File: src/rtl/imem_loader.sv
// -----------------------------------------------------------------------------
// imem_loader
//
// Boot-time program loader for the instruction memory of the pipelined core.
// It takes a byte stream over a valid/ready handshake. The stream starts with a
// 2-byte big-endian word count N, followed by 4*N bytes. Each group of four
// bytes is packed into a big-endian 32-bit word and written to consecutive word
// addresses starting at 0. The core is held in reset until the last write has
// landed in memory.
//
// Ports
//   clk          rising-edge clock
//   reset        asynchronous active-high reset of all loader state
//   in_valid     stream byte valid
//   in_data      stream byte
//   in_ready     loader accepts a byte this cycle (registered)
//   mem_we       one-cycle instruction-memory write strobe
//   mem_addr     word address of the write (byte address = mem_addr*4)
//   mem_wdata    instruction word to write
//   cpu_reset    active-high reset to the core; low only once loading is done
//   done         program loaded and core released
//   err          header word count larger than the memory
//   words_loaded number of words written so far
// -----------------------------------------------------------------------------
module imem_loader #(
    parameter int ADDR_W = 8
) (
    input  logic              clk,
    input  logic              reset,
    input  logic              in_valid,
    input  logic [7:0]        in_data,
    output logic              in_ready,
    output logic              mem_we,
    output logic [ADDR_W-1:0] mem_addr,
    output logic [31:0]       mem_wdata,
    output logic              cpu_reset,
    output logic              done,
    output logic              err,
    output logic [15:0]       words_loaded
);

    // 17 bits so that DEPTH itself is representable even for ADDR_W = 16.
    localparam logic [16:0] DEPTH_W = 17'(1 << ADDR_W);

    typedef enum logic [2:0] {
        HDR_HI,
        HDR_LO,
        DATA,
        DRAIN,
        DONE_S,
        ERR_S
    } state_t;

    state_t              state_reg;
    state_t              state_next;

    logic [7:0]          hdr_hi_reg;
    logic [15:0]         word_count_reg;
    logic [1:0]          byte_cnt_reg;
    logic [23:0]         shift_reg;
    logic [15:0]         words_loaded_reg;

    logic                in_ready_reg;
    logic                mem_we_reg;
    logic [ADDR_W-1:0]   mem_addr_reg;
    logic [31:0]         mem_wdata_reg;
    logic                cpu_reset_reg;
    logic                done_reg;
    logic                err_reg;

    logic                xfer;
    logic [15:0]         hdr_n;
    logic                last_byte;
    logic                last_word;

    assign xfer      = in_valid && in_ready_reg;
    assign hdr_n     = {hdr_hi_reg, in_data};
    assign last_byte = (byte_cnt_reg == 2'd3);
    assign last_word = ((words_loaded_reg + 16'd1) == word_count_reg);

    // Next-state logic
    always_comb begin
        state_next = state_reg;
        case (state_reg)
            HDR_HI: begin
                if (xfer) state_next = HDR_LO;
            end
            HDR_LO: begin
                if (xfer) begin
                    if (hdr_n == 16'd0)
                        state_next = DRAIN;
                    else if ({1'b0, hdr_n} > DEPTH_W)
                        state_next = ERR_S;
                    else
                        state_next = DATA;
                end
            end
            DATA: begin
                if (xfer && last_byte && last_word) state_next = DRAIN;
            end
            // DRAIN spends exactly one cycle so the last write lands
            // before the core leaves reset.
            DRAIN:   state_next = DONE_S;
            DONE_S:  state_next = DONE_S;
            ERR_S:   state_next = ERR_S;
            default: state_next = HDR_HI;
        endcase
    end

    // State register plus status outputs decoded from the next state, so
    // every output changes on the same edge as the state it belongs to.
    always_ff @(posedge clk or posedge reset) begin
        if (reset) begin
            state_reg     <= HDR_HI;
            in_ready_reg  <= 1'b1;
            cpu_reset_reg <= 1'b1;
            done_reg      <= 1'b0;
            err_reg       <= 1'b0;
        end else begin
            state_reg     <= state_next;
            in_ready_reg  <= (state_next == HDR_HI) || (state_next == HDR_LO) ||
                             (state_next == DATA);
            cpu_reset_reg <= (state_next != DONE_S);
            done_reg      <= (state_next == DONE_S);
            err_reg       <= (state_next == ERR_S);
        end
    end

    // Header capture, word assembly and memory write port
    always_ff @(posedge clk or posedge reset) begin
        if (reset) begin
            hdr_hi_reg       <= 8'd0;
            word_count_reg   <= 16'd0;
            byte_cnt_reg     <= 2'd0;
            shift_reg        <= 24'd0;
            words_loaded_reg <= 16'd0;
            mem_we_reg       <= 1'b0;
            mem_addr_reg     <= '0;
            mem_wdata_reg    <= 32'd0;
        end else begin
            mem_we_reg <= 1'b0;
            if (xfer) begin
                case (state_reg)
                    HDR_HI: hdr_hi_reg <= in_data;
                    HDR_LO: word_count_reg <= hdr_n;
                    DATA: begin
                        byte_cnt_reg <= byte_cnt_reg + 2'd1;
                        if (last_byte) begin
                            mem_we_reg       <= 1'b1;
                            mem_addr_reg     <= words_loaded_reg[ADDR_W-1:0];
                            mem_wdata_reg    <= {shift_reg, in_data};
                            words_loaded_reg <= words_loaded_reg + 16'd1;
                        end else begin
                            shift_reg <= {shift_reg[15:0], in_data};
                        end
                    end
                    default: ;
                endcase
            end
        end
    end

    assign in_ready     = in_ready_reg;
    assign mem_we       = mem_we_reg;
    assign mem_addr     = mem_addr_reg;
    assign mem_wdata    = mem_wdata_reg;
    assign cpu_reset    = cpu_reset_reg;
    assign done         = done_reg;
    assign err          = err_reg;
    assign words_loaded = words_loaded_reg;

endmodule
File: config.mk
export PLATFORM = sky130hd
export DESIGN_NAME = imem_loader
export DESIGN_NICKNAME = d
export VERILOG_FILES = /design/src/rtl/imem_loader.sv
export SDC_FILE = /design/constraint.sdc
export NUM_CORES = 1
export LEC_CHECK = 0
export CAP_MARGIN = 20
export CORE_MARGIN = 4
export CORE_UTILIZATION = 41
export CTS_CLUSTER_DIAMETER = 150
export DETAILED_ROUTE_END_ITERATION = 8
export PLACE_DENSITY = 0.61
export SYNTH_ARGS = -nofsm -noshare
export SYNTH_HDL_FRONTEND = slang
export SYNTH_SLANG_ARGS = --single-unit
File: constraint.sdc
create_clock -name clk -period 4.7 [get_ports clk]
set_input_delay 1.41 -clock clk [delete_from_list [all_inputs] [get_ports clk]]
set_output_delay 1.41 -clock clk [all_outputs]
set_load 0.01 [all_outputs]
==> metrics.txt <==
outcome=finished, final reports clean; Synth Register Bits=114; Placed Instance Area=5806 um2; pre-CTS setup slack=1.100 ns; # Post-CTS Setup Buffers=0; die area=13,960 um2; worst endpoint required time=5.03 ns; leakage=3.088 nW; Initial Util=42.65%; largest net degree at the start of global routing=48; VDD IR-drop max=364.7 uV; Yosys warnings=0; RR Endpoint=state_reg[0]; hpwl dp=7.823 mm; grt ovf=0; GPL Wtd Cong=0.8499; Layout area overhead=30.94%; Worst-Skew Late Latency=0.41 ns; Post-synth EDFFs=0; worst-path cell chain=clkdlybuf4s50_1, nor4_1, a21boi_0, o41ai_1, nand2_1, nor4_1, nor2_1; ranking of synthesized cells by area=dfrtp_1, mux2_2, nand2_1; worst flop-to-flop path startpoint=words_loaded[8]; Hold Crit Class=reg -> reg; Syn Std Cell Area=4974 um2; Worst Reg-to-Reg Cells=6; setup TNS=0 ns; crit-path max FO=5; number of global-route vias before repair=3,660; finished layout cell area=6513 um2; CTS tree=done; Worst EP arrival=3.57 ns; fill count=1,007; layout cell share with drive strength beyond 1=17.58%; Die H=118.1 um; n_diodes=0; worst clock skew=0.007940 ns; Hold-fix buffers, CTS=0; ys flop type=dfrtp_1; Cell Rows=39; PD cells=475.0 nW/um2; first-pass GRT wire length=19.06 mm; max_cap viols=0; Hold Path Sink=mem_addr[3]; top-count cell post-synth=nand2_1; Tmin final=3.240 ns; Tot GR Track Use=16.96%; final max-slew violation count=0; post-synth top area cell=dfrtp_1; hold depth=2; antenna violations before repair=0; slew at the pin closest to its max-slew limit=0.6342 ns; Yosys top cell area share=56.35%; Reg clk slew, reported paths=0.05 ns; register area share after synthesis=57.41%; Post-Synthesis Cells=462; Port Buf Inserts=71; slowest cell delay on critical path=0.61 ns; crit start category=input port; H-tree levels=4; clock sink total=114; post-route ant nets=0; via count=3,553; fmax=308.6 MHz; nature of the critical path endpoint=flop; period utilization=68.94%; critical path's most frequent cell=nor4_1; syn_area_per_cell=10.77 um2; 1st-pass router iterations=4; cts bufs inserted=17; CP Class=in -> reg; clock root cell=clkbuf_16; DRC viols=0; Slowest-stage cell, CP=o41ai_1; nets@finish=546; Synth cell types=45; fraction of registers with async set/reset=100.0%; I/O Pins=72; final hold viol count=0; Largest register FFs=32; wire length per cell=16.44 um; max-slew headroom at the worst pin=56.63%; r2r setup slk=1.95 ns; RSZ-0062 raised after global routing=no; Vias/cell=5.157; worst setup margin=1.460 ns; Core Region=11,660 um2; hold_sp=mem_addr[3]; DRT iter0 DRCs=150; Clock Tree Buf Depth=2; Setup violations, final=0; Die W=118.1 um; top cells by count, synth=nand2_1, dfrtp_1, mux2_2, xnor2_1, clkbuf_1; Post-CTS Resized=0; syn_nets=475; Post-Route WL=11.33 mm
==> routing by layer <==
| layer | part of all wire (%) | vias up | track usage (%) | routed length [um] |
|---|---|---|---|---|
| met3 | 4.2 | 16 | 3.820 | 471 |
| li1 | - | 1703 | - | - |
| met5 | 0 | - | 0 | 0 |
| met1 | 45 | 1744 | 22.08 | 5124 |
| met2 | 49 | 90 | 27.37 | 5532 |
| met4 | 1.7 | 0 | 7.326 | 198 |
==> report_power, final <==
part	internal (mW)	switching [mW]	leakage, nW
logic	0.199	0.162	1.20
registers	1.10	0.110	1.54
clock network	1.08	0.445	0.344
total	2.38	0.718	3.09
==> worst max-delay path, delay by kind of cell <==
kind	cells	cell delay, ns
AOI/OAI and AO/OA	2	0.89
buffers and inverters	1	0.50
and+or+nand+nor	4	0.76
==> cell usage in the layout (no fill, tap or decap), types with 2 or more instances in the layout <==
cell / instances
nor3_1: 6
and4_1: 3
clkinv_2: 2
nand2_1: 143
o22ai_1: 2
o21ai_0: 2
buf_4: 7
dfstp_2: 2
nor3b_1: 2
clkbuf_8: 2
nand3_1: 11
clkbuf_16: 17
clkinv_4: 2
inv_1: 2
nand2b_1: 3
or4_1: 2
o21a_1: 2
nor4_1: 6
a2111oi_0: 2
xnor2_1: 24
mux2_2: 49
nor2b_1: 3
a31oi_1: 2
clkdlybuf4s50_1: 71
xor2_1: 12
bufinv_16: 7
a21boi_0: 2
a21oi_1: 2
dfrtp_1: 112
ha_1: 2
nand4_1: 8
nor2_1: 13
and3_1: 3
==> through the flow <==
step / std cells / util [%] / power (mW) / hold WS [ns]
global placement: 657 / 49.78 / 1.570 / 0.4478
global route: 689 / 55.84 / 3.218 / 0.4854
CTS: 689 / 55.84 / 3.119 / 0.4704
detailed placement: 657 / 49.78 / 1.582 / 0.4585
floorplan: 462 / - / 1.456 / 0.4403
finish: 689 / 55.84 / 3.093 / 0.4652
==> cells by family after synthesis <==
| logic type | synth area share [%] |
|---|---|
| adders and majority gates | 0.5031 |
| and+or+nand+nor | 19.22 |
| buffers and inverters | 2.540 |
| xor gates and xnor gates | 6.340 |
| muxes | 11.09 |
| DFF | 57.41 |
| AOI/OAI and AO/OA | 2.893 |
==> layout make-up <==
type	instances	area, um2	area share, %
clock buffers	19	452.9	6.955
inverters	3	13.76	0.2113
well taps	143	178.9	2.747
repair buffers	78	763.2	11.72
flip-flops and latches	114	2855	43.84
clock inverters	13	254.0	3.900
multi-input cells	319	1994	30.62
==> how the worst max path moves through the flow <==
stage,endpoint,startpoint,slack (ns)
after floorplan,byte_cnt_reg[0],reset,0.28
after global placement,in_ready,in_data[1],1.20
after detailed placement,in_ready,in_data[1],1.10
after CTS,state_reg[0],in_valid,1.51
after global routing,in_ready,in_data[4],1.25
final,in_ready,in_data[0],1.46
(Power assumes the default switching activity.)
